File: src/rtl/bus_arbiter_pkg.sv
// Shared state encoding, region/master indices and default memory map
// for the two-master on-chip bus arbiter.
package bus_arbiter_pkg;

    typedef enum logic [1:0] {
        ST_IDLE   = 2'd0,
        ST_ACCESS = 2'd1,
        ST_DONE   = 2'd2
    } state_e;

    localparam int REG_ROM = 0;
    localparam int REG_RAM = 1;
    localparam int REG_IO  = 2;

    localparam int M0 = 0;
    localparam int M1 = 1;

    localparam logic [31:0] DEF_ROM_BASE = 32'h0000_0000;
    localparam logic [31:0] DEF_ROM_SIZE = 32'h0000_1000;
    localparam logic [31:0] DEF_RAM_BASE = 32'h0000_1000;
    localparam logic [31:0] DEF_RAM_SIZE = 32'h0000_1000;
    localparam logic [31:0] DEF_IO_BASE  = 32'h1000_0000;
    localparam logic [31:0] DEF_IO_SIZE  = 32'h0000_0010;
    localparam int          DEF_TIMEOUT  = 16;

    // 33-bit compare so a region ending at 4 GiB never wraps to zero
    function automatic logic in_region(
        input logic [31:0] addr,
        input logic [31:0] base,
        input logic [31:0] size
    );
        logic [32:0] a;
        logic [32:0] lo;
        logic [32:0] hi;
        a  = {1'b0, addr};
        lo = {1'b0, base};
        hi = lo + {1'b0, size};
        return (a >= lo) && (a < hi);
    endfunction

endpackage

File: src/rtl/bus_arbiter_addr_decoder.sv
// Combinational region decode: address + strobes -> one-hot region,
// region-relative offset and an illegal-access flag.
module bus_arbiter_addr_decoder
    import bus_arbiter_pkg::*;
#(
    parameter logic [31:0] ROM_BASE = DEF_ROM_BASE,
    parameter logic [31:0] ROM_SIZE = DEF_ROM_SIZE,
    parameter logic [31:0] RAM_BASE = DEF_RAM_BASE,
    parameter logic [31:0] RAM_SIZE = DEF_RAM_SIZE,
    parameter logic [31:0] IO_BASE  = DEF_IO_BASE,
    parameter logic [31:0] IO_SIZE  = DEF_IO_SIZE
) (
    input  logic [31:0] addr_i,
    input  logic [3:0]  wstrb_i,
    input  logic        instr_i,
    output logic [2:0]  region_o,
    output logic [31:0] offset_o,
    output logic        illegal_o
);

    logic write;

    always_comb begin
        write    = |wstrb_i;
        region_o = '0;
        offset_o = addr_i;
        if (in_region(addr_i, ROM_BASE, ROM_SIZE)) begin
            region_o[REG_ROM] = 1'b1;
            offset_o          = addr_i - ROM_BASE;
        end else if (in_region(addr_i, RAM_BASE, RAM_SIZE)) begin
            region_o[REG_RAM] = 1'b1;
            offset_o          = addr_i - RAM_BASE;
        end else if (in_region(addr_i, IO_BASE, IO_SIZE)) begin
            region_o[REG_IO] = 1'b1;
            offset_o         = addr_i - IO_BASE;
        end
        // a fetch is never a write; ROM is read-only
        illegal_o = (region_o == 3'b000)
                  || (region_o[REG_ROM] && write)
                  || (instr_i && write);
    end

endmodule

File: src/rtl/bus_arbiter.sv
// Round-robin arbiter for two native-protocol masters onto ROM/RAM/IO,
// with registered completion and timeout-based error termination.
module bus_arbiter
    import bus_arbiter_pkg::*;
#(
    parameter logic [31:0] ROM_BASE = DEF_ROM_BASE,
    parameter logic [31:0] ROM_SIZE = DEF_ROM_SIZE,
    parameter logic [31:0] RAM_BASE = DEF_RAM_BASE,
    parameter logic [31:0] RAM_SIZE = DEF_RAM_SIZE,
    parameter logic [31:0] IO_BASE  = DEF_IO_BASE,
    parameter logic [31:0] IO_SIZE  = DEF_IO_SIZE,
    parameter int          TIMEOUT  = DEF_TIMEOUT
) (
    input  logic        clk_in,
    input  logic        reset_in,
    input  logic [1:0]  m_valid,
    input  logic [1:0]  m_instr,
    input  logic [63:0] m_addr,
    input  logic [63:0] m_wdata,
    input  logic [7:0]  m_wstrb,
    output logic [1:0]  m_ready,
    output logic [31:0] m_rdata,
    output logic [2:0]  s_enable,
    output logic        s_write,
    output logic [31:0] s_addr,
    output logic [31:0] s_wdata,
    output logic [3:0]  s_wstrb,
    input  logic [95:0] s_rdata,
    input  logic [2:0]  s_ready,
    output logic        err,
    output logic [31:0] err_addr
);

    localparam int CW = $clog2(TIMEOUT);

    state_e        state_q, state_d;
    logic          grant_q, grant_d;
    logic          last_q, last_d;
    logic          pend_q, pend_d;
    logic [CW-1:0] cnt_q, cnt_d;
    logic [31:0]   addr_q, addr_d;
    logic [1:0]    m_ready_q, m_ready_d;
    logic [31:0]   m_rdata_q, m_rdata_d;
    logic [2:0]    s_enable_q, s_enable_d;
    logic          s_write_q, s_write_d;
    logic [31:0]   s_addr_q, s_addr_d;
    logic [31:0]   s_wdata_q, s_wdata_d;
    logic [3:0]    s_wstrb_q, s_wstrb_d;
    logic          err_q, err_d;
    logic [31:0]   err_addr_q, err_addr_d;

    logic          win;
    logic [31:0]   req_addr;
    logic [31:0]   req_wdata;
    logic [3:0]    req_wstrb;
    logic          req_instr;
    logic [2:0]    dec_region;
    logic [31:0]   dec_offset;
    logic          dec_illegal;
    logic          hit;
    logic          expire;
    logic [31:0]   rd_sel;

    // the master that did not win last time takes a tie
    always_comb begin
        win       = (m_valid == 2'b11) ? ~last_q : m_valid[M1];
        req_addr  = win ? m_addr[M1*32 +: 32]  : m_addr[M0*32 +: 32];
        req_wdata = win ? m_wdata[M1*32 +: 32] : m_wdata[M0*32 +: 32];
        req_wstrb = win ? m_wstrb[M1*4 +: 4]   : m_wstrb[M0*4 +: 4];
        req_instr = win ? m_instr[M1]          : m_instr[M0];
    end

    bus_arbiter_addr_decoder #(
        .ROM_BASE (ROM_BASE),
        .ROM_SIZE (ROM_SIZE),
        .RAM_BASE (RAM_BASE),
        .RAM_SIZE (RAM_SIZE),
        .IO_BASE  (IO_BASE),
        .IO_SIZE  (IO_SIZE)
    ) u_dec (
        .addr_i    (req_addr),
        .wstrb_i   (req_wstrb),
        .instr_i   (req_instr),
        .region_o  (dec_region),
        .offset_o  (dec_offset),
        .illegal_o (dec_illegal)
    );

    always_comb begin
        hit    = |(s_ready & s_enable_q);
        expire = (cnt_q == CW'(TIMEOUT - 1)) || (pend_q && cnt_q == CW'(1));
        rd_sel = ({32{s_enable_q[REG_ROM]}} & s_rdata[REG_ROM*32 +: 32])
               | ({32{s_enable_q[REG_RAM]}} & s_rdata[REG_RAM*32 +: 32])
               | ({32{s_enable_q[REG_IO]}}  & s_rdata[REG_IO*32 +: 32]);
    end

    always_comb begin
        state_d    = state_q;
        grant_d    = grant_q;
        last_d     = last_q;
        pend_d     = pend_q;
        cnt_d      = cnt_q;
        addr_d     = addr_q;
        m_ready_d  = '0;
        m_rdata_d  = m_rdata_q;
        s_enable_d = s_enable_q;
        s_write_d  = s_write_q;
        s_addr_d   = s_addr_q;
        s_wdata_d  = s_wdata_q;
        s_wstrb_d  = s_wstrb_q;
        err_d      = 1'b0;
        err_addr_d = err_addr_q;
        unique case (state_q)
            ST_IDLE: begin
                cnt_d = '0;
                if (|m_valid) begin
                    grant_d    = win;
                    pend_d     = dec_illegal;
                    addr_d     = req_addr;
                    s_enable_d = dec_illegal ? 3'b000 : dec_region;
                    s_write_d  = |req_wstrb;
                    s_addr_d   = dec_offset;
                    s_wdata_d  = req_wdata;
                    s_wstrb_d  = req_wstrb;
                    state_d    = ST_ACCESS;
                end
            end
            ST_ACCESS: begin
                cnt_d = cnt_q + CW'(1);
                if (hit) begin
                    m_rdata_d          = rd_sel;
                    s_enable_d         = '0;
                    m_ready_d[grant_q] = 1'b1;
                    state_d            = ST_DONE;
                end else if (expire) begin
                    m_rdata_d          = '0;
                    s_enable_d         = '0;
                    err_d              = 1'b1;
                    err_addr_d         = addr_q;
                    m_ready_d[grant_q] = 1'b1;
                    state_d            = ST_DONE;
                end
            end
            ST_DONE: begin
                last_d  = grant_q;
                state_d = ST_IDLE;
            end
            default: state_d = ST_IDLE;
        endcase
    end

    always_ff @(posedge clk_in) begin
        if (reset_in) begin
            state_q    <= ST_IDLE;
            grant_q    <= 1'b0;
            last_q     <= 1'(M1);
            pend_q     <= 1'b0;
            cnt_q      <= '0;
            addr_q     <= '0;
            m_ready_q  <= '0;
            m_rdata_q  <= '0;
            s_enable_q <= '0;
            s_write_q  <= 1'b0;
            s_addr_q   <= '0;
            s_wdata_q  <= '0;
            s_wstrb_q  <= '0;
            err_q      <= 1'b0;
            err_addr_q <= '0;
        end else begin
            state_q    <= state_d;
            grant_q    <= grant_d;
            last_q     <= last_d;
            pend_q     <= pend_d;
            cnt_q      <= cnt_d;
            addr_q     <= addr_d;
            m_ready_q  <= m_ready_d;
            m_rdata_q  <= m_rdata_d;
            s_enable_q <= s_enable_d;
            s_write_q  <= s_write_d;
            s_addr_q   <= s_addr_d;
            s_wdata_q  <= s_wdata_d;
            s_wstrb_q  <= s_wstrb_d;
            err_q      <= err_d;
            err_addr_q <= err_addr_d;
        end
    end

    assign m_ready  = m_ready_q;
    assign m_rdata  = m_rdata_q;
    assign s_enable = s_enable_q;
    assign s_write  = s_write_q;
    assign s_addr   = s_addr_q;
    assign s_wdata  = s_wdata_q;
    assign s_wstrb  = s_wstrb_q;
    assign err      = err_q;
    assign err_addr = err_addr_q;

endmodule

File: config.mk
export PLATFORM = sky130hd
export DESIGN_NAME = bus_arbiter
export DESIGN_NICKNAME = d
export VERILOG_FILES = /design/src/rtl/bus_arbiter_pkg.sv /design/src/rtl/bus_arbiter_addr_decoder.sv /design/src/rtl/bus_arbiter.sv
export SDC_FILE = /design/constraint.sdc
export NUM_CORES = 1
export LEC_CHECK = 0
export ABC_AREA = 1
export BUFFER_PORTS_ARGS = -buffer_cell sky130_fd_sc_hd__clkbuf_2
export CORE_MARGIN = 5
export CORE_UTILIZATION = 40
export CTS_CLUSTER_DIAMETER = 120
export DETAILED_ROUTE_END_ITERATION = 8
export GPL_TIMING_DRIVEN = 0
export HOLD_SLACK_MARGIN = 0.05
export PLACE_DENSITY = 0.73
export SYNTH_ARGS = -nofsm -noshare
export SYNTH_HDL_FRONTEND = slang
export SYNTH_SLANG_ARGS = --single-unit
File: constraint.sdc
create_clock -name clk_in -period 1.9 [get_ports clk_in]
set_input_delay 0 -clock clk_in [delete_from_list [all_inputs] [get_ports clk_in]]
set_output_delay 0 -clock clk_in [all_outputs]
set_load 0.05 [all_outputs]
Yosys cells after proc, flatten, opt, wreduce, memory -nomap -nowiden. Index checks and enable logic that the tools add are counted.

ROM bits: 0. RAM bits: 0. Memories: 0. Output and inout bits: 139. Input port bits: 241. Bits in registers: 180. Bits in latches: 0.

Reductions and logical operators: 23. Shifts and indexed selects: 0. Equal/unequal tests: 7. $add $sub $neg: 3. Magnitude comparators: 7. Bitwise operators: 9. Muxes and demuxes: 30. Multiply operators: 0. Divide/modulo/power cells: 0.

Operators with widths (count): $mux 32 (7); $and 32x32->32 (3); $or 32x32->32 (2); $ge 32x13->1 const B (1); $ge 32x29->1 const B (1); $lt 32x13->1 const B (1); $lt 32x14->1 const B (1); $lt 32x29->1 const B (1); $sub 32x13->32 const B (1); $sub 32x29->32 const B (1); $mux 2 (6); $mux 3 (4); $mux 1 (8); $pmux 4 s2 (1); $logic_and 1x1->1 (6); $pmux 3 s2 (1); $reduce_and 2->1 (3); $reduce_and 3->1 (2); $reduce_or 5->1 (1); $add 4x1->4 const B (1); $eq 2x2->1 const B (2); $eq 4x1->1 const B (1); $eq 4x4->1 const B (1); $mux 4 (1); 16 further kinds (22).

Logic depth before layout (Yosys ltp). Gate-level depths: netlist (run 1).

Word-level depth: 14. Gate-level depth with buffers: 18. Mapped depth without buffers: 17.

Modules after synthesis. A second synthesis (run 1) with hierarchy kept.

Cells, all modules: 1274. Area total of the unflattened synthesis: 8632.0 µm².

Modules (own cells, without submodules): bus_arbiter (seq. area each 3603.5 µm², cells each 1071, area each 7657.3 µm², instances 1); bus_arbiter_addr_decoder (seq. area each 0.0 µm², cells each 203, area each 974.7 µm², instances 1).

Worst setup path after synthesis (run 1). OpenSTA, ideal clock, no wires.

Path type: reg2reg. From: reg last_q. To: reg s_addr_q[29] (netlist: s_addr[29]). Period minus slack after synthesis: 2.007 ns. Data required time: 1.769 ns. Buffers on the path: 1. Slack: -0.107 ns. Setup time: 0.131 ns. Arrival: 1.876 ns. Cell stages (with the launch flop): 19. Cell sequence: dfxtp_1 nand2_2 nand2_4 buf_6 nand2_1 nand2_2 inv_1 ha_1 inv_1 nor2_4 nand3_2 nor2_4 nand2_2 nand2_4 nand2_2 nand2_1 nand2_1 nand2_1 a21oi_2.

Word-level cells in the longest chain between the ends: 8. Elaborated cells on any way between the ends: 15. Classes of those cells: 2 x add/sub; 5 x order compare; 5 x mux; 1 x bitwise; 2 x reduce/logical.

Ends and longest elaborated chain: start: declaration (RTL line bus_arbiter.sv:38) `logic last_q, last_d;`; start signal: assignment (RTL line bus_arbiter.sv:156) `last_q <= 1'(M1);`; start signal: assignment (RTL line bus_arbiter.sv:172) `last_q <= last_d;`; $not 1->1 (*) (RTL line bus_arbiter.sv:66) `win = (m_valid == 2'b11) ? ~last_q : m_valid[M1];`; $mux 1 (*) (RTL line bus_arbiter.sv:66); $mux 32 (*) (RTL line bus_arbiter.sv:67) `req_addr = win ? m_addr[M1*32 +: 32] : m_addr[M0*32 +: 32];`; net req_addr[28] (RTL line bus_arbiter.sv:53) `logic [31:0] req_addr;`; $ge 32x29->1 or $lt 32x29->1 (tied branches) (RTL line bus_arbiter_pkg.sv:38) `return (a >= lo) && (a < hi);`; $logic_and 1x1->1 (RTL line bus_arbiter_pkg.sv:38); $mux 32 (RTL line bus_arbiter_addr_decoder.sv:33) `end else if (in_region(addr_i, IO_BASE, IO_SIZE)) begin`; $mux 32 (RTL line bus_arbiter_addr_decoder.sv:30) `end else if (in_region(addr_i, RAM_BASE, RAM_SIZE)) begin`; $mux 32 (*) (RTL line bus_arbiter_addr_decoder.sv:27) `if (in_region(addr_i, ROM_BASE, ROM_SIZE)) begin`; end signal: assignment (RTL line bus_arbiter.sv:180) `s_addr_q <= s_addr_d;`; end: declaration (RTL line bus_arbiter.sv:46) `logic [31:0] s_addr_q, s_addr_d;`.

Mark *: on every way through the listed nets, which the timed path passes. The rest lies on a longest branch. A chain may end at the register's enable or synchronous reset.

Worst setup path in the final report (run 1).
From: reg last_q. To: reg s_addr_q[29] (netlist: s_addr[29]).

Word-level cells in the longest chain between the ends: 8. Elaborated cells on any way between the ends: 15. Classes of those cells: 2 x add/sub; 5 x order compare; 5 x mux; 1 x bitwise; 2 x reduce/logical.

Ends and longest elaborated chain (RTL line): $not 1->1 (*) (bus_arbiter.sv:66); $mux 1 (*) (bus_arbiter.sv:66); $mux 32 (*) (bus_arbiter.sv:67); $ge 32x29->1 or $lt 32x29->1 (tied branches) (bus_arbiter_pkg.sv:38); $logic_and 1x1->1 (bus_arbiter_pkg.sv:38); $mux 32 (bus_arbiter_addr_decoder.sv:33); $mux 32 (bus_arbiter_addr_decoder.sv:30); $mux 32 (*) (bus_arbiter_addr_decoder.sv:27).

Every way passes the cells marked *; elsewhere a longest branch is shown, timed or not.

==> out/qor.csv, run 1 <==
metric,value,unit
cpMostUsedCell,nand2_1,
cts_root_buf,clkbuf_16,
combPwrFrac,27.3,%
start_kind,register,
grt_usage,29.8,%
power_frac_seq,39.1,%
r2r-start,last_q,
layout_commonest_cell,clkbuf_2,
synthCells,1211,
finClkSkew,0.00818,ns
grt_max_degree,17,
rsz0062_at_grt,yes,
drt_iter0_markers,853,
grt_pass1_wl,57.2,mm
crit_path_cell_trace,nand2_8 > nand2_8 > clkbuf_16 > buf_4 > nand2_2 > nand2_1 > nor2_2 > nand2_2 > nor2_4 > nand3_2 > nand2_1 > nor2_1 > nand2_1 > nand2_1 > nor2_1 > nand2_2 > a21oi_2,
critPathLaunch,last_q,
seq_area_frac_synth,40.8,%
cts_buffers,17,
critPathMaxFanout,5,
p_total,10.1,mW
avgSynthCellArea,6.81,µm²
io_buffers,378,
p_sw_share,33.9,%
clock.fmax,0.449,GHz
relSlewSlack,48.3,%
ff_latch_area,0.00337,mm²
rows,52,
die_w,154,µm
viasPerCell,5.21,
cts.clk_slew.worst_paths,0.07,ns
end_kind,register,
layout-drive-gt1-share,33.7,%
ys_warn_count,0,
min_path_type,in -> reg,
htreeDepth,4,
num_vias,11113,
finalSetupViolCount,17,
crit_slowest_cell,dfxtp_4,
fin_nets,2097,
io_pins,380,
grt_pass1_vias,11006,
finalHoldViolCount,0,
required,2.25,ns
synthesis.area,0.00825,mm²
synth_enable_flop_cells,0,
dp_hpwl,24.3,mm
cts_tree,built,
dieArea,0.0236,mm²
cellPowerDensity,714,mW/mm²
cpPeakStageDelay,0.36,ns
fin_crit_sh,117,%
antenna_found_initial,0,
synth.distinct_cells,40,
gr-total-overflow,0,
gp_congestion,0.907,
worstHoldStart,m_addr[30],
drcViolationCount,0,
maxSlewViolCount,0,
crit_arrival,2.58,ns
min_period,2.23,ns
nFillCells,1537,
max_slew.worst_pin.slew,0.776,ns
clkPwrFrac,33.6,%
crit_type,reg -> reg,
core_area,0.0203,mm²
synth_ff_type,dfxtp_1,
dr.pass1.iters,8,
multi_input_area,0.00452,mm²
cap_viol_max_count,0,
layout_common_cells,"clkbuf_2, nand2_1, dlygate4sd3_1, dfxtp_1, nor2_1",
cts_max_path_buffers,2,
utilization,69.5,%
status,"complete, but fails checks",
failed_checks,negative setup slack,
insertion_delay,0.42,ns
ant_nets,0,
syn-num-nets,1459,
layout_setup_ws,-0.327,ns
cts.sinks,168,
die_y,154,µm
wire_per_inst,17.7,µm
p_int,6.66,mW
max-vdd-ir-drop,605,µV
area_growth,71.1,%
synth-seq-cells,168,
power_switching,3.41,mW
start_util,40.6,%
power.leakage,6.76,nW
async_flop_share,0,%
wl,37.8,mm
area by class of cell:
| cell class | count | area share (%) |
|---|---|---|
| sequential | 168 | 23.9 |
| buffer | 86 | 4.32 |
| clock inverter | 11 | 0.825 |
| tap | 270 | 2.39 |
| timing repair buffer | 623 | 31.4 |
| clock buffer | 20 | 3.17 |
| inverter | 67 | 1.92 |
| multi-input combinational | 886 | 32.0 |
| antenna | 2 | 0.0355 |
Yosys cell counts, types with 2 or more instances:
master	n	area, µm²
and3_1	2	12.5
a211oi_1	2	15.0
nand2_1	386	1450
a21oi_2	2	17.5
a31oi_1	39	244
dfxtp_1	168	3360
nand2_4	3	33.8
nand3_2	2	20.0
nand4_1	4	25.0
o21ai_0	104	521
nand3_4	3	52.6
o21ai_2	2	17.5
inv_1	58	218
nor2_2	3	18.8
clkbuf_1	57	214
nor3_1	7	35.0
a21oi_1	83	415
buf_4	14	105
nor2_1	121	454
o21ai_1	2	10.0
nand3_1	57	285
clkinv_1	2	7.51
ha_1	7	87.6
nand2_2	16	100
nor2_4	6	67.6
buf_6	9	101
nand3b_1	25	188
buf_2	7	35.0
buf_1	3	11.3
inv_2	7	26.3
power groups by stage:
stage | clock network (mW) | registers, mW | logic (mW)
after floorplan | 0 | 4.47 | 0.889
after global placement | 0 | 3.98 | 2.12
after detailed placement | 0 | 3.99 | 2.13
after CTS | 3.40 | 3.91 | 2.55
after global routing | 3.55 | 3.95 | 2.93
final | 3.38 | 3.94 | 2.75
per-stage QoR:
stage / setup slack [ns] / instances / hold WS [ns] / instance area, µm² / setup TNS [ns]
after CTS: -0.310 / 2118 / 0.0501 / 13400 / -3.76
after detailed placement: -0.622 / 1859 / 0.256 / 10500 / -27.57
after global routing: -0.455 / 2131 / 0.0626 / 14100 / -7.11
final: -0.327 / 2133 / 0.0478 / 14100 / -4.02
after global placement: -0.621 / 1859 / 0.250 / 10500 / -24.15
after floorplan: -0.0563 / 1211 / 0.160 / 8280 / -0.111
path summary, 6_finish.rpt:
check	endpoint	slack (ns)	cells after the start
worst max-delay path	s_addr[29]	-0.33	17
worst min-delay path	addr_q[30]	0.05	5
worst max register to register	s_addr[29]	-0.33	17
worst min register to register	err_addr[18]	0.46	2
critical path: cells and delay by family, from the launching register on:
kind            cells  cell delay [ns]
flops               1             0.36
buf+inv             2             0.30
simple gates       14             1.37
compound gates      1             0.12
flip-flops by register name (all words and copies together) (netlist names):
register	count
addr_q	32
state_q	2
err	1
pend_q	1
last_q	1
s_wstrb	4
cnt_q	4
s_enable	3
m_rdata	32
m_ready	2
s_write	1
s_addr	20
s_wdata	32
grant_q	1
err_addr	32
layer usage:
layer / track usage (%) / wire, µm / up-vias
li1: - / - / 5209
met1: 35.8 / 14400 / 5053
met2: 49.3 / 17900 / 700
met3: 7.59 / 3660 / 151
met4: 15.2 / 1840 / 0
met5: 0 / 0 / -
logic make-up after synthesis:
logic type               Yosys count  share of synthesized area, %
AND/OR/NAND/NOR                  638                          33.5
AO/OA/AOI/OAI                    241                          15.9
flip-flops                       168                          40.8
buffers and inverters            157                          8.71
adder cells (fa/ha/maj)            7                          1.06
repair_timing:
action	CTS	global route
cloned	0	7
hold buffers	215	0
gates resized for setup	37	183
pin swaps	15	35
endpoints found under the setup margin	111	148
endpoints found under the hold margin	103	0
buffers inserted	15	8
(Power assumes the default switching activity.)
==> inputs of run 2 (changes only) <==
--- a/config.mk
+++ b/config.mk
@@ -6,14 +6,13 @@
 export NUM_CORES = 1
 export LEC_CHECK = 0
 export ABC_AREA = 1
-export BUFFER_PORTS_ARGS = -buffer_cell sky130_fd_sc_hd__clkbuf_2
 export CORE_MARGIN = 5
 export CORE_UTILIZATION = 40
 export CTS_CLUSTER_DIAMETER = 120
 export DETAILED_ROUTE_END_ITERATION = 8
+export DONT_BUFFER_PORTS = 1
 export GPL_TIMING_DRIVEN = 0
 export HOLD_SLACK_MARGIN = 0.05
-export PLACE_DENSITY = 0.73
 export SYNTH_ARGS = -nofsm -noshare
 export SYNTH_HDL_FRONTEND = slang
 export SYNTH_SLANG_ARGS = --single-unit
==> run 2 against run 1 <==
- die area is the same
- register-to-register slack gained 0.02 ns
- via count shrank 14%
- global-route usage shrank 2.3 points
- total power is essentially flat
- the flow still finishes with violations (negative setup slack)
- worst hold slack gained 0.041 ns
- sequential power grew 14%
- clock skew grew 0.0067 ns
- cell area shrank 11%
- clock power grew 11%
- clock-buffer cell count shrank 3
==> out/qor.csv, run 2 (same netlist as run 1, synthesis figures left out) <==
metric,value,unit
failed_checks,negative setup slack,
power.leakage,5.30,nW
start_util,40.6,%
max_slew.worst_pin.slew,0.740,ns
cellPowerDensity,800,mW/mm²
cpPeakStageDelay,0.34,ns
power_switching,3.37,mW
num_vias,9599,
fin_crit_sh,116,%
p_sw_share,33.5,%
io_buffers,0,
critPathBufInv,3,
cts_root_buf,clkbuf_16,
reg2reg_to,s_enable[1],
crit_type,reg -> reg,
min_path_type,in -> reg,
clkPwrFrac,37.2,%
p_int,6.69,mW
viasPerCell,5.37,
cts.clk_slew.worst_paths,0.07,ns
power_frac_seq,44.7,%
final_area,0.0126,mm²
area_growth,52.5,%
gr-total-overflow,0,
dpl_cell_area,0.00862,mm²
required,2.24,ns
crit_path_cell_trace,nand2_4 > nand2_8 > buf_8 > buf_8 > nand2_1 > nand2_1 > nand2_1 > nor2_1 > nand2_1 > nor2_2 > nand2_1 > nand2_2 > nand3_4 > buf_4 > nand3_1 > nand3_2 > a21oi_2,
holdWs,0.0889,ns
layout_commonest_cell,nand2_1,
fin_nets,1751,
ant_nets,0,
cts.sinks,168,
grt_pass1_vias,9390,
cts_buffers,17,
combPwrFrac,18.1,%
critPathLaunch,last_q,
htreeDepth,4,
layout_common_cells,"nand2_1, dlygate4sd3_1, dfxtp_1, o21ai_0, nor2_1",
crit_arrival,2.55,ns
wl,35.3,mm
r2r-start,last_q,
wire_per_inst,19.7,µm
start_kind,register,
min_to,s_addr[18],
dr.pass1.iters,7,
layout-drive-gt1-share,17.2,%
rsz0062_at_grt,yes,
gp_congestion,0.932,
grt_usage,27.5,%
critPathMaxFanout,10,
max-vdd-ir-drop,581,µV
dieArea,0.0236,mm²
cp_top_family,simple AND/OR/NAND/NOR gates,
finalSetupViolCount,46,
finalHoldViolCount,0,
grt_max_degree,18,
io_pins,380,
antenna_found_initial,1,
grt_pass1_wl,52.0,mm
crit_slowest_cell,dfxtp_2,
worstHoldStart,m_valid[1],
drcViolationCount,0,
clock.fmax,0.453,GHz
min_period,2.21,ns
cts_max_path_buffers,2,
end_kind,register,
maxSlewViolCount,0,
status,"complete, but fails checks",
insertion_delay,0.43,ns
worstRegToRegCells,17,
die_y,154,µm
cts_tree,built,
cap_viol_max_count,0,
drt_iter0_markers,780,
layout_setup_ws,-0.310,ns
relSlewSlack,50.7,%
holdPathStages,5,
finClkSkew,0.0148,ns
core_area,0.0203,mm²
die_w,154,µm
reg2reg_setup_slack,-0.31,ns
cpMostUsedCell,nand2_1,
rows,52,
dp_hpwl,23.3,mm
==> run 2: changes by cell type in the layout (fill, tap and decap cells not counted), sizes merged <==
cell          change
clkbuf          -376
dlygate4sd3      +23
buf               +5
inv               +5
bufinv            +2
clkinvlp          -2
clkinv            -1
diode             -1
dlymetal6s4s      -1
==> run 2: how the worst max path moves through the flow <==
stage,to,depth (start not counted)
detailed placement,err_addr[17],8
global route,s_addr[28],17
floorplan,s_addr[28],14
finish,s_enable[1],17
global placement,err_addr[30],8
CTS,s_addr[29],16
==> run 2: worst reg2reg max path: stages (launching register included) <==
cell,delay [ns]
dfxtp_2,0.34
nand2_4,0.10
nand2_8,0.13
buf_8,0.14
buf_8,0.14
nand2_1,0.06
nand2_1,0.08
nand2_1,0.08
nor2_1,0.13
nand2_1,0.08
nor2_2,0.12
nand2_1,0.07
nand2_2,0.08
nand3_4,0.10
buf_4,0.15
nand3_1,0.09
nand3_2,0.11
a21oi_2,0.13
==> run 2: routing by layer <==
metal / routed length (µm) / vias up / global-route usage, %
met4: 1300 / 0 / 9.92
met1: 14100 / 4432 / 33.8
met5: 0 / - / 0
met2: 16900 / 548 / 46.0
li1: - / 4516 / -
met3: 3060 / 103 / 7.84
==> run 2: power groups by stage <==
stage / sequential [mW] / combinational (mW) / clock, mW
final: 4.50 / 1.82 / 3.74
after global routing: 4.53 / 1.97 / 3.96
after CTS: 4.48 / 1.64 / 3.79
after global placement: 4.56 / 1.16 / 0
after detailed placement: 4.56 / 1.17 / 0
after floorplan: 4.47 / 0.889 / 0
==> run 2: timing repair <==
action,in CTS,in global routing
pin swaps,16,35
gates cloned,0,7
endpoints found under the hold margin,115,0
setup buffers,16,13
resized for setup,60,145
hold buffers,237,0
setup endpoints to repair,123,149
==> run 2: area by class of cell <==
cell class / instances / area [µm²]
antenna: 1 / 2.50
buffer: 90 / 619
clock buffer: 17 / 425
clock inverter: 15 / 203
fill: 1743 / 7720
inverter: 67 / 275
multi-input combinational: 886 / 4510
sequential: 168 / 3380
tap: 270 / 338
timing repair buffer: 273 / 2830
==> run 2: per-stage QoR <==
stage / utilization (%) / TNS (ns) / setup slack (ns) / std cells / total power, mW
detailed placement: 42.4 / -41.42 / -0.721 / 1481 / 5.73
finish: 62.0 / -5.33 / -0.310 / 1787 / 10.1
global route: 62.0 / -8.93 / -0.426 / 1787 / 10.5
CTS: 58.7 / -4.04 / -0.295 / 1766 / 9.91
global placement: 42.4 / -40.51 / -0.749 / 1481 / 5.72
floorplan: - / -0.111 / -0.0563 / 1211 / 5.36
==> inputs of run 3 (changes only) <==
--- a/config.mk
+++ b/config.mk
@@ -7,7 +7,7 @@
 export LEC_CHECK = 0
 export ABC_AREA = 1
 export CORE_MARGIN = 5
-export CORE_UTILIZATION = 40
+export CORE_UTILIZATION = 30
 export CTS_CLUSTER_DIAMETER = 120
 export DETAILED_ROUTE_END_ITERATION = 8
 export DONT_BUFFER_PORTS = 1
==> run 3 against run 2 <==
- die area grew 31%
- clock power shrank 7.0%
- combinational power is essentially flat
- maximum frequency shrank 1.0%
- sequential power is essentially flat
- the flow still finishes with violations (negative setup slack)
- via count grew 1.6%
- wire length grew 5.3%
- cell count grew 3.7%
- clock-buffer cell count is the same
==> out/qor.csv, run 3 (same netlist as run 1, synthesis figures left out) <==
metric,value,unit
status,"complete, but fails checks",
failed_checks,negative setup slack,
cts_tree,built,
cellPowerDensity,777,mW/mm²
layout_setup_ws,-0.333,ns
crit_path_cell_trace,nand2_4 > nand2_4 > buf_8 > buf_12 > nand2_1 > nand2_1 > nand2_1 > nor2_1 > nand2_1 > nor2_1 > nand2_1 > nand2_2 > nand3_4 > a21oi_4 > nand3_1 > nand2_1 > nor2_1,
max-vdd-ir-drop,605,µV
htreeDepth,4,
cts_root_buf,clkbuf_16,
dieArea,0.0309,mm²
dr.pass1.iters,8,
clock.fmax,0.448,GHz
grt_pass1_wl,54.6,mm
nFillCells,2572,
finalSetupViolCount,37,
fin_crit_sh,118,%
reg2reg_to,s_addr[28],
crit_slowest_cell,dfxtp_2,
fin_setup_tns,-4.67,ns
cap_viol_max_count,0,
final_cell_count_no_fill,1854,
finalHoldViolCount,0,
required,2.21,ns
final_area,0.0126,mm²
cpPeakStageDelay,0.35,ns
start_kind,register,
crit_end,s_addr[28],
critPathMaxFanout,10,
layout-drive-gt1-share,17.3,%
grt_usage,22.3,%
end_kind,register,
gp_congestion,0.929,
cts_max_path_buffers,2,
dp_hpwl,24.5,mm
reg2reg_setup_slack,-0.33,ns
finClkSkew,0.0137,ns
drt_iter0_markers,705,
die_w,176,µm
crit_arrival,2.54,ns
crit_type,reg -> reg,
rsz0062_at_grt,yes,
critPathLaunch,last_q,
relSlewSlack,49.7,%
cp.depth,17,
layout_commonest_cell,nand2_1,
dpl_cell_area,0.00870,mm²
worstRegToRegCells,17,
r2r-start,last_q,
layout_common_cells,"nand2_1, dlygate4sd3_1, dfxtp_1, o21ai_0, nor2_1",
placed_cells,1552,
grt_pass1_vias,9887,
fin_nets,1745,
rows,60,
drcViolationCount,0,
viasPerCell,5.26,
wire_per_inst,20.0,µm
cts_buffers,17,
ant_nets,0,
cts.sinks,168,
die_y,176,µm
min_path_type,in -> reg,
io_buffers,0,
cpMostUsedCell,nand2_1,
area_growth,53.2,%
gr-total-overflow,0,
core_area,0.0270,mm²
cp_top_family,simple AND/OR/NAND/NOR gates,
wl,37.2,mm
p_total,9.82,mW
max_slew.worst_pin.slew,0.755,ns
start_util,30.5,%
grt_max_degree,17,
min_period,2.23,ns
power.leakage,5.27,nW
insertion_delay,0.43,ns
cts.clk_slew.worst_paths,0.07,ns
antenna_found_initial,1,
num_vias,9755,
io_pins,380,
critPathBufInv,2,
maxSlewViolCount,0,
## run 3: cell count changes in the layout (fill, tap and decap cells not counted), moves of 3 or more
| cell | previous run | this run |
|---|---|---|
| nor2_1 | 89 | 83 |
| dlygate4sd3_1 | 237 | 233 |
| nor2_2 | 22 | 14 |
| clkinv_4 | 1 | 4 |
| inv_6 | 7 | 2 |
| o21ai_0 | 94 | 98 |
| nor2_4 | 19 | 33 |
| clkinv_2 | 1 | 4 |
| o21ai_2 | 10 | 6 |
## run 3: cell type report
class                      instances  area [µm²]  area share [%]
multi-input combinational        886        4580            36.3
sequential                       168        3380            26.8
timing repair buffer             268        2740            21.7
buffer                            89         643            5.09
tap                              341         427            3.38
clock buffer                      17         425            3.37
inverter                          67         278            2.20
clock inverter                    15         148            1.17
antenna                            3        7.51          0.0594
## run 3: what timing repair did
item,4_1_cts,5_1_grt
cloned,0,5
buffers inserted,22,8
endpoints found under the setup margin,138,133
hold endpoints to repair,114,0
pin swaps,25,27
gates resized for setup,80,140
hold buffers,234,0
## run 3: metal layers
metal  global-route usage (%)  up-vias  part of all wire [%]
met5                        0        -                     0
met2                     38.5      575                    48
met4                     9.49        0                   4.2
li1                         -     4512                     -
met1                     26.0     4556                    39
met3                     6.41      112                   8.8
## run 3: worst min path at each step
| stage | to | depth (start not counted) | start |
|---|---|---|---|
| 2_1_floorplan | s_wdata[0] | 2 | m_wdata[32] |
| 3_3_place_gp | s_wdata[10] | 2 | m_wdata[42] |
| 3_5_place_dp | s_wdata[4] | 2 | m_wdata[36] |
| 4_1_cts | addr_q[22] | 5 | m_valid[1] |
| 5_1_grt | addr_q[19] | 5 | m_valid[1] |
| 6_report | addr_q[19] | 5 | m_valid[1] |
## run 3: worst register-to-register path: cells and delay by family (launching register included)
family | cells | cell delay [ns]
AO/OA/AOI/OAI | 1 | 0.19
buffers and inverters | 2 | 0.30
flip-flops | 1 | 0.35
AND/OR/NAND/NOR | 14 | 1.30
## run 3: through the flow
| step | util [%] | setup WS (ns) | hold slack, ns |
|---|---|---|---|
| 2_1_floorplan | - | -0.0563 | 0.160 |
| 3_3_place_gp | 32.2 | -0.713 | 0.166 |
| 3_5_place_dp | 32.2 | -0.759 | 0.171 |
| 4_1_cts | 44.6 | -0.358 | 0.0559 |
| 5_1_grt | 46.7 | -0.462 | 0.0970 |
| 6_report | 46.8 | -0.333 | 0.0920 |
## run 3: power by group
group          switching, mW  leakage, nW  total (mW)  internal [mW]
clock network           1.64        0.280        3.48           1.84
logic                   1.03         3.61        1.82          0.798
registers              0.764         1.38        4.52           3.76
total                   3.43         5.27        9.82           6.39
